==> src/rtl/ws2812_pkg.sv <==
// Shared constants for the WS2812 single-wire LED link, used by both the
// transmitter and the loopback receiver.
package ws2812_pkg;

   localparam int T0H             = 20;
   localparam int T1H             = 40;
   localparam int BIT_THRESHOLD   = 30;
   localparam int MAX_HIGH_CYCLES = 100;
   localparam int RESET_CYCLES    = 2500;
   localparam int FRAME_W         = 24;

   localparam logic [1:0] ERR_NONE      = 2'b00;
   localparam logic [1:0] ERR_LONG_HIGH = 2'b01;
   localparam logic [1:0] ERR_PARTIAL   = 2'b10;
   localparam logic [1:0] ERR_OVERRUN   = 2'b11;

   typedef enum logic [1:0] {
      ARM  = 2'd0,
      IDLE = 2'd1,
      HIGH = 2'd2,
      LOW  = 2'd3
   } ws_state_e;

endpackage

==> src/rtl/ws2812_bit_decoder.sv <==
// Synchronizes the serial line, measures high/low pulse widths and emits
// one-cycle bit, latch and long-high events.
module ws2812_bit_decoder
   import ws2812_pkg::*;
#(
   parameter int BIT_THR   = 30,
   parameter int MAX_HIGH  = 100,
   parameter int RESET_CYC = 2500
) (
   input  logic clk,
   input  logic rstn,
   input  logic din,
   output logic bit_valid,
   output logic bit_value,
   output logic latch,
   output logic long_high
);

   localparam int CNT_MAX = (RESET_CYC > MAX_HIGH) ? RESET_CYC : MAX_HIGH;
   localparam int CNT_W   = $clog2(CNT_MAX + 1);

   logic             sync1_q, sync2_q, prev_q;
   ws_state_e        state_q, state_d;
   logic [CNT_W-1:0] hcnt_q, hcnt_d, lcnt_q, lcnt_d;
   logic [CNT_W-1:0] hinc, linc;
   logic             bit_valid_q, bit_valid_d;
   logic             bit_value_q, bit_value_d;
   logic             latch_q, latch_d;
   logic             long_high_q, long_high_d;
   logic             rise, fall;

   assign rise = sync2_q & ~prev_q;
   assign fall = ~sync2_q & prev_q;

   assign hinc = (&hcnt_q) ? hcnt_q : hcnt_q + CNT_W'(1);
   assign linc = (&lcnt_q) ? lcnt_q : lcnt_q + CNT_W'(1);

   always_comb begin
      state_d     = state_q;
      hcnt_d      = hcnt_q;
      lcnt_d      = lcnt_q;
      bit_valid_d = 1'b0;
      bit_value_d = 1'b0;
      latch_d     = 1'b0;
      long_high_d = 1'b0;
      case (state_q)
         ARM: begin
            if (sync2_q) begin
               lcnt_d = '0;
            end else if (linc >= CNT_W'(RESET_CYC)) begin
               lcnt_d  = '0;
               state_d = IDLE;
            end else begin
               lcnt_d = linc;
            end
         end
         IDLE: begin
            if (rise) begin
               hcnt_d  = '0;
               state_d = HIGH;
            end
         end
         HIGH: begin
            // The limit check wins over a coincident falling edge.
            if (hinc >= CNT_W'(MAX_HIGH)) begin
               long_high_d = 1'b1;
               hcnt_d      = '0;
               lcnt_d      = '0;
               state_d     = ARM;
            end else if (fall) begin
               bit_valid_d = 1'b1;
               bit_value_d = (hinc >= CNT_W'(BIT_THR));
               lcnt_d      = CNT_W'(1);
               state_d     = LOW;
            end else begin
               hcnt_d = hinc;
            end
         end
         LOW: begin
            if (rise) begin
               hcnt_d  = '0;
               state_d = HIGH;
            end else if (linc >= CNT_W'(RESET_CYC)) begin
               latch_d = 1'b1;
               lcnt_d  = '0;
               state_d = IDLE;
            end else begin
               lcnt_d = linc;
            end
         end
         default: begin
            lcnt_d  = '0;
            state_d = ARM;
         end
      endcase
   end

   always_ff @(posedge clk or negedge rstn) begin
      if (!rstn) begin
         sync1_q     <= 1'b0;
         sync2_q     <= 1'b0;
         prev_q      <= 1'b0;
         state_q     <= ARM;
         hcnt_q      <= '0;
         lcnt_q      <= '0;
         bit_valid_q <= 1'b0;
         bit_value_q <= 1'b0;
         latch_q     <= 1'b0;
         long_high_q <= 1'b0;
      end else begin
         sync1_q     <= din;
         sync2_q     <= sync1_q;
         prev_q      <= sync2_q;
         state_q     <= state_d;
         hcnt_q      <= hcnt_d;
         lcnt_q      <= lcnt_d;
         bit_valid_q <= bit_valid_d;
         bit_value_q <= bit_value_d;
         latch_q     <= latch_d;
         long_high_q <= long_high_d;
      end
   end

   assign bit_valid = bit_valid_q;
   assign bit_value = bit_value_q;
   assign latch     = latch_q;
   assign long_high = long_high_q;

endmodule

==> src/rtl/ws2812_frame_receiver.sv <==
// WS2812 loopback receiver: assembles decoded bits into 24-bit frames per LED.
// Define WS2812_FRAME_BANK_EN to add a per-set frame_bank output.
module ws2812_frame_receiver #(
   parameter int NUM_LEDS        = 8,
   parameter int BIT_THRESHOLD   = ws2812_pkg::BIT_THRESHOLD,
   parameter int MAX_HIGH_CYCLES = ws2812_pkg::MAX_HIGH_CYCLES,
   parameter int RESET_CYCLES    = ws2812_pkg::RESET_CYCLES,
   localparam int IDX_W          = (NUM_LEDS > 1) ? $clog2(NUM_LEDS) : 1,
   localparam int FC_W           = $clog2(NUM_LEDS + 1)
) (
   input  logic                       clk,
   input  logic                       rstn,
   input  logic                       din,
   output logic [23:0]                frame_out,
   output logic                       frame_valid,
   output logic [IDX_W-1:0]           frame_idx,
   output logic                       set_done,
   output logic [FC_W-1:0]            frames_in_set,
`ifdef WS2812_FRAME_BANK_EN
   output logic [NUM_LEDS*24-1:0]     frame_bank,
`endif
   output logic                       err,
   output logic [1:0]                 err_code
);

   import ws2812_pkg::*;

   localparam int BC_W = $clog2(FRAME_W);

   logic bit_valid, bit_value, latch, long_high;

   ws2812_bit_decoder #(
      .BIT_THR   (BIT_THRESHOLD),
      .MAX_HIGH  (MAX_HIGH_CYCLES),
      .RESET_CYC (RESET_CYCLES)
   ) u_dec (
      .clk       (clk),
      .rstn      (rstn),
      .din       (din),
      .bit_valid (bit_valid),
      .bit_value (bit_value),
      .latch     (latch),
      .long_high (long_high)
   );

   logic [FRAME_W-2:0] shift_q, shift_d;
   logic [BC_W-1:0]    bit_cnt_q, bit_cnt_d;
   logic [FC_W-1:0]    frame_cnt_q, frame_cnt_d;
   logic               ovr_q, ovr_d;
   logic [FRAME_W-1:0] frame_out_q, frame_out_d;
   logic               frame_valid_q, frame_valid_d;
   logic [IDX_W-1:0]   frame_idx_q, frame_idx_d;
   logic               set_done_q, set_done_d;
   logic [FC_W-1:0]    fis_q, fis_d;
   logic               err_q, err_d;
   logic [1:0]         err_code_q, err_code_d;
   logic [FRAME_W-1:0] word;
`ifdef WS2812_FRAME_BANK_EN
   logic [NUM_LEDS-1:0][FRAME_W-1:0] shadow_q, shadow_d, bank_q, bank_d;
`endif

   assign word = {shift_q, bit_value};

   always_comb begin
      shift_d       = shift_q;
      bit_cnt_d     = bit_cnt_q;
      frame_cnt_d   = frame_cnt_q;
      ovr_d         = ovr_q;
      frame_out_d   = frame_out_q;
      frame_valid_d = 1'b0;
      frame_idx_d   = frame_idx_q;
      set_done_d    = 1'b0;
      fis_d         = fis_q;
      err_d         = 1'b0;
      err_code_d    = err_code_q;
`ifdef WS2812_FRAME_BANK_EN
      shadow_d      = shadow_q;
      bank_d        = bank_q;
`endif
      if (long_high) begin
         err_d       = 1'b1;
         err_code_d  = ERR_LONG_HIGH;
         shift_d     = '0;
         bit_cnt_d   = '0;
         frame_cnt_d = '0;
         ovr_d       = 1'b0;
      end else if (latch) begin
         set_done_d = 1'b1;
         fis_d      = (frame_cnt_q > FC_W'(NUM_LEDS)) ? FC_W'(NUM_LEDS) : frame_cnt_q;
         if (bit_cnt_q != '0) begin
            err_d      = 1'b1;
            err_code_d = ERR_PARTIAL;
         end
         shift_d     = '0;
         bit_cnt_d   = '0;
         frame_cnt_d = '0;
         ovr_d       = 1'b0;
`ifdef WS2812_FRAME_BANK_EN
         bank_d      = shadow_q;
`endif
      end else if (bit_valid) begin
         shift_d = word[FRAME_W-2:0];
         if (bit_cnt_q == BC_W'(FRAME_W - 1)) begin
            bit_cnt_d = '0;
            if (frame_cnt_q < FC_W'(NUM_LEDS)) begin
               frame_out_d   = word;
               frame_idx_d   = frame_cnt_q[IDX_W-1:0];
               frame_valid_d = 1'b1;
               frame_cnt_d   = frame_cnt_q + FC_W'(1);
`ifdef WS2812_FRAME_BANK_EN
               shadow_d[frame_cnt_q[IDX_W-1:0]] = word;
`endif
            end else if (!ovr_q) begin
               // Overrun is flagged once; later extra frames are dropped silently.
               err_d      = 1'b1;
               err_code_d = ERR_OVERRUN;
               ovr_d      = 1'b1;
            end
         end else begin
            bit_cnt_d = bit_cnt_q + BC_W'(1);
         end
      end
   end

   always_ff @(posedge clk or negedge rstn) begin
      if (!rstn) begin
         shift_q       <= '0;
         bit_cnt_q     <= '0;
         frame_cnt_q   <= '0;
         ovr_q         <= 1'b0;
         frame_out_q   <= '0;
         frame_valid_q <= 1'b0;
         frame_idx_q   <= '0;
         set_done_q    <= 1'b0;
         fis_q         <= '0;
         err_q         <= 1'b0;
         err_code_q    <= ERR_NONE;
`ifdef WS2812_FRAME_BANK_EN
         shadow_q      <= '0;
         bank_q        <= '0;
`endif
      end else begin
         shift_q       <= shift_d;
         bit_cnt_q     <= bit_cnt_d;
         frame_cnt_q   <= frame_cnt_d;
         ovr_q         <= ovr_d;
         frame_out_q   <= frame_out_d;
         frame_valid_q <= frame_valid_d;
         frame_idx_q   <= frame_idx_d;
         set_done_q    <= set_done_d;
         fis_q         <= fis_d;
         err_q         <= err_d;
         err_code_q    <= err_code_d;
`ifdef WS2812_FRAME_BANK_EN
         shadow_q      <= shadow_d;
         bank_q        <= bank_d;
`endif
      end
   end

   assign frame_out     = frame_out_q;
   assign frame_valid   = frame_valid_q;
   assign frame_idx     = frame_idx_q;
   assign set_done      = set_done_q;
   assign frames_in_set = fis_q;
   assign err           = err_q;
   assign err_code      = err_code_q;
`ifdef WS2812_FRAME_BANK_EN
   assign frame_bank    = bank_q;
`endif

endmodule

==> config.mk <==
export PLATFORM = sky130hd
export DESIGN_NAME = ws2812_frame_receiver
export DESIGN_NICKNAME = d
export VERILOG_FILES = /design/src/rtl/ws2812_pkg.sv /design/src/rtl/ws2812_bit_decoder.sv /design/src/rtl/ws2812_frame_receiver.sv
export SDC_FILE = /design/constraint.sdc
export NUM_CORES = 1
export LEC_CHECK = 0
export ABC_AREA = 1
export ABC_CLOCK_PERIOD_IN_PS = 2100
export CAP_MARGIN = 40
export CELL_PAD_IN_SITES_DETAIL_PLACEMENT = 1
export CELL_PAD_IN_SITES_GLOBAL_PLACEMENT = 2
export CORE_ASPECT_RATIO = 0.7
export CORE_MARGIN = 8
export CORE_UTILIZATION = 35
export DETAILED_ROUTE_END_ITERATION = 7
export GPL_TIMING_DRIVEN = 0
export PLACE_DENSITY_LB_ADDON = 0.12
export SYNTH_ARGS = -nofsm -noshare
export SYNTH_HDL_FRONTEND = slang
export SYNTH_SLANG_ARGS = --single-unit
==> constraint.sdc <==
create_clock -name clk -period 2.1 [get_ports clk]
set_input_delay 0.315 -clock clk [delete_from_list [all_inputs] [get_ports clk]]
set_output_delay 0.315 -clock clk [all_outputs]
set_load 0.05 [all_outputs]
==> results.sh <==
export IMPL_dieWidth_um=159.3
export IMPL_wl_per_cell_um=15.53
export IMPL_path_cells="ha_4 > nand3_4 > nor2_4 > nand2_2 > buf_6 > nand4_1 > nand3_4 > nand3_4 > nor2_8 > nand2_8 > nand2_8 > inv_6 > nor2_4"
export IMPL_crit_arrival_ns=2.39
export IMPL_htree_num_levels=3
export IMPL_tns_ns=-0.01813
export IMPL_synth_area_um2=5030
export IMPL_wl_met1_um=6601
export IMPL_avgViaCountPerCell=4.854
export IMPL_io_pin_count=39
export IMPL_num_rows=36
export IMPL_slowest_stage="dfrtp_1"
export IMPL_vias=4296
export IMPL_met3_length_um=447
export IMPL_crit_path_start="u_dec.hcnt_q[0]"
export IMPL_cts_tree="done"
export IMPL_yosys_top_cells_area="dfrtp_1 (51%), nand2_1 (16%), inv_1 (4.3%)"
export IMPL_synth_top_family_by_area="simple AND/OR/NAND/NOR gates"
export IMPL_num_nets_final=700
export IMPL_syn_avg_cell_area_um2=8.328
export IMPL_fp_dieH_um=116.3
export IMPL_ys_ff_latch=102
export IMPL_fmax_mhz=473.1
export IMPL_routed_wl_met2_um=6564
export IMPL_first_iter_violations=155
export IMPL_period_minus_slack_ns=2.114
export IMPL_slowest_delay_ns=0.42
export IMPL_portBuffers=38
export IMPL_initial_core_util_pct=36.02
export IMPL_crit_path_end_kind="register"
export IMPL_yosys_area_share_simple_pct=30.30
export IMPL_hold_end="u_dec.sync2_q"
export IMPL_synth_compound_area_share_pct=9.403
export IMPL_violations="setup timing"
export IMPL_synth_edf_count=0
export IMPL_top_layer="met4"
export IMPL_gp_congestion=0.7979
export IMPL_cts_max_path_buffers=2
export IMPL_p_int_w=0.002829
export IMPL_pwr_share_comb_pct=3.3
export IMPL_async_flop_share_pct=100.0
export IMPL_hold_depth=0
export IMPL_status="complete, but fails checks"
export IMPL_drt_wl_total_um=13750
export IMPL_cts_buffers=9
export IMPL_slew_headroom_pct=42.25
export IMPL_total_power_w=0.003707
export IMPL_hold_path_class="reg -> reg"
export IMPL_clk_pin_slew_worst_paths_ns=0.07
export IMPL_p_per_area_nw_per_um2=558.5
export IMPL_setup_violations=3
export IMPL_cp_start_kind="register"
export IMPL_grt_total_usage_pct=15.19
export IMPL_netSwitchingPower_w=0.0008780
export IMPL_cp_data_required_time_ns=2.38
export IMPL_firstDrtPassIters=4
export IMPL_die_area_um2=18520
export IMPL_clock_latency_ns=0.35
export IMPL_path_max_fanout=8
export IMPL_grt_max_degree=61
export IMPL_max_cap_viol_count=0
export IMPL_drc=0
export IMPL_antenna_found_initial=0
export IMPL_grt_pass1_wl_um=22980
export IMPL_p_leak_nw=3.171
export IMPL_antenna_left=0
export IMPL_place_hpwl_um=9258
export IMPL_slew_viol_final=0
export IMPL_final_setup_skew_ns=0.008694
export IMPL_final_layout_size_suffix_gt1_share_pct=23.74
export IMPL_yosys_area_share_adder_pct=1.493
export IMPL_clock_power_share_pct=43.3
export IMPL_synth_top_area_share_pct=50.75
export IMPL_hold_start="u_dec.sync1_q"
export IMPL_synth_xor_area_share_pct=1.567
export IMPL_swShare_pct=23.69
export IMPL_vdd_drop_max_mv=0.3822
export IMPL_setup_ws_ns=-0.01354
export IMPL_ys_flop_type="dfrtp_1"
export IMPL_tightest_slew_ns=0.8605
export IMPL_rsz0062_at_grt="true"
export IMPL_power_share_sequential_pct=53.4
export IMPL_worst_r2r_path_depth=13
export IMPL_coreArea_um2=13960
export IMPL_yosys_warnings=0
export IMPL_grt_overflow_total=0
export IMPL_fin_crit_sh_pct=100.6
export IMPL_hold_viol_final=0
export IMPL_n_antenna_cell=0
export IMPL_r2r_slack_ns=-0.01
export IMPL_cts_sinks=102
export IMPL_cts_root_buf="clkbuf_16"
export IMPL_ys_seq_area_share_pct=50.75
export IMPL_r2r_end="u_dec.hcnt_q[10]"
export IMPL_grt_pass1_vias=4482
export IMPL_syn_nets=613
export IMPL_path_class="reg -> reg"
export IMPL_area_growth_pct=31.97
export IMPL_syn_inst=604
export IMPL_yosys_cell_types_count=41
export IMPL_critPathMostFrequentCell="nand3_4"
export IMPL_r2r_start="u_dec.hcnt_q[0]"
export IMPL_synth_top_area_cell="dfrtp_1"
export IMPL_synthMuxAreaShare_pct=0
worst max path at each step:
stage | endpoint | slack [ns] | depth (start not counted)
after floorplan | u_dec.hcnt_q[10] | 0.21 | 13
after global placement | frame_out[10] | -3.42 | 1
after detailed placement | u_dec.lcnt_q[5] | -0.30 | 12
after CTS | u_dec.lcnt_q[5] | -0.04 | 14
after global routing | u_dec.hcnt_q[5] | -0.13 | 12
final | u_dec.hcnt_q[10] | -0.01 | 13
through the flow:
step	utilization, %	hold WS (ns)	setup slack, ns	instances	instance area, um2
6_report	47.54	0.3502	-0.01354	885	6638
5_1_grt	47.54	0.3587	-0.1301	885	6638
4_1_cts	44.69	0.3535	-0.03668	869	6240
3_5_place_dp	40.63	0.3373	-0.3024	833	5673
3_3_place_gp	40.45	0.3323	-3.417	832	5648
2_1_floorplan	-	0.01941	0.2121	604	5030
synth_stat cells (2+ instances only):
cell type and n:
nand2_1 221, dfrtp_1 102, inv_1 58, nor2_1 36
o21ai_0 22, a21oi_1 21, nand3_1 20, nand4_1 15
nor2_2 13, o21ai_2 11, clkbuf_1 7, o22ai_1 7
xor2_1 7, ha_1 6, nand3_2 6, nand2_2 5
o21bai_1 5, nor3_1 4, o21ai_1 4, buf_2 3
inv_2 3, nor2_4 3, a31oi_1 2, and2_1 2
buf_6 2, nand2_4 2, nand3_4 2, xnor2_1 2
kinds of logic after synthesis:
logic type	after synthesis
adders and majority gates	6
and+or+nand+nor	333
AOI/OAI and AO/OA	78
DFF	102
buffers and inverters	76
xor gates and xnor gates	9
layer usage:
metal	vias to the layer above	global-route usage, %
met3	12	3.345
met1	2136	19.81
met4	0	3.507
li1	2101	-
met5	-	0
met2	47	25.60
final cells by class:
type                       count  area, um2
clock inverter                 6      51.30
buffer                        14      106.4
inverter                      62      237.7
sequential                   102       2559
fill                        1659       7326
tap                          190      237.7
clock buffer                   9      225.2
multi-input combinational    428       2496
timing repair buffer          74      724.4
what timing repair did:
action,in CTS,in global routing
hold endpoints to repair,42,0
setup buffers,18,14
gates cloned,2,3
resized for setup,31,69
hold buffers,1,0
pin swaps,13,24
endpoints found under the setup margin,54,54
state kept, by name, indices dropped and copies added, names as in the netlist, 2 cells and up:
register,cells
frame_out,24
shift_q,23
u_dec.hcnt_q,12
u_dec.lcnt_q,12
bit_cnt_q,5
frame_cnt_q,4
frames_in_set,4
frame_idx,3
err_code,2
u_dec.state_q,2
worst max-delay path, delay by kind of cell, from the launching register on:
kind	cells	cell delay (ns)
AND/OR/NAND/NOR	10	1.21
buffers and inverters	2	0.20
flip-flops	1	0.42
adder cells (fa/ha/maj)	1	0.19
cells in the final DEF (no fill, tap or decap), drive strengths merged, types with 7 or more instances in the layout:
| master | n |
|---|---|
| nand2 | 230 |
| inv | 66 |
| buf | 42 |
| a21oi | 21 |
| clkdlybuf4s50 | 37 |
| clkbuf | 17 |
| xor2 | 7 |
| o21ai | 37 |
| nor2 | 53 |
| nand4 | 16 |
| nand3 | 29 |
| o22ai | 7 |
| dfrtp | 102 |
power groups by stage:
stage	Clock, W	Sequential [W]	Combinational [W]
after floorplan	0	0.00202	0.0000318
after global placement	0	0.00202	0.0000849
after detailed placement	0	0.00202	0.0000930
after CTS	0.00165	0.00198	0.000109
after global routing	0.00172	0.00198	0.000138
final	0.00161	0.00198	0.000123
No activity file was read; power rests on OpenSTA's default activity.
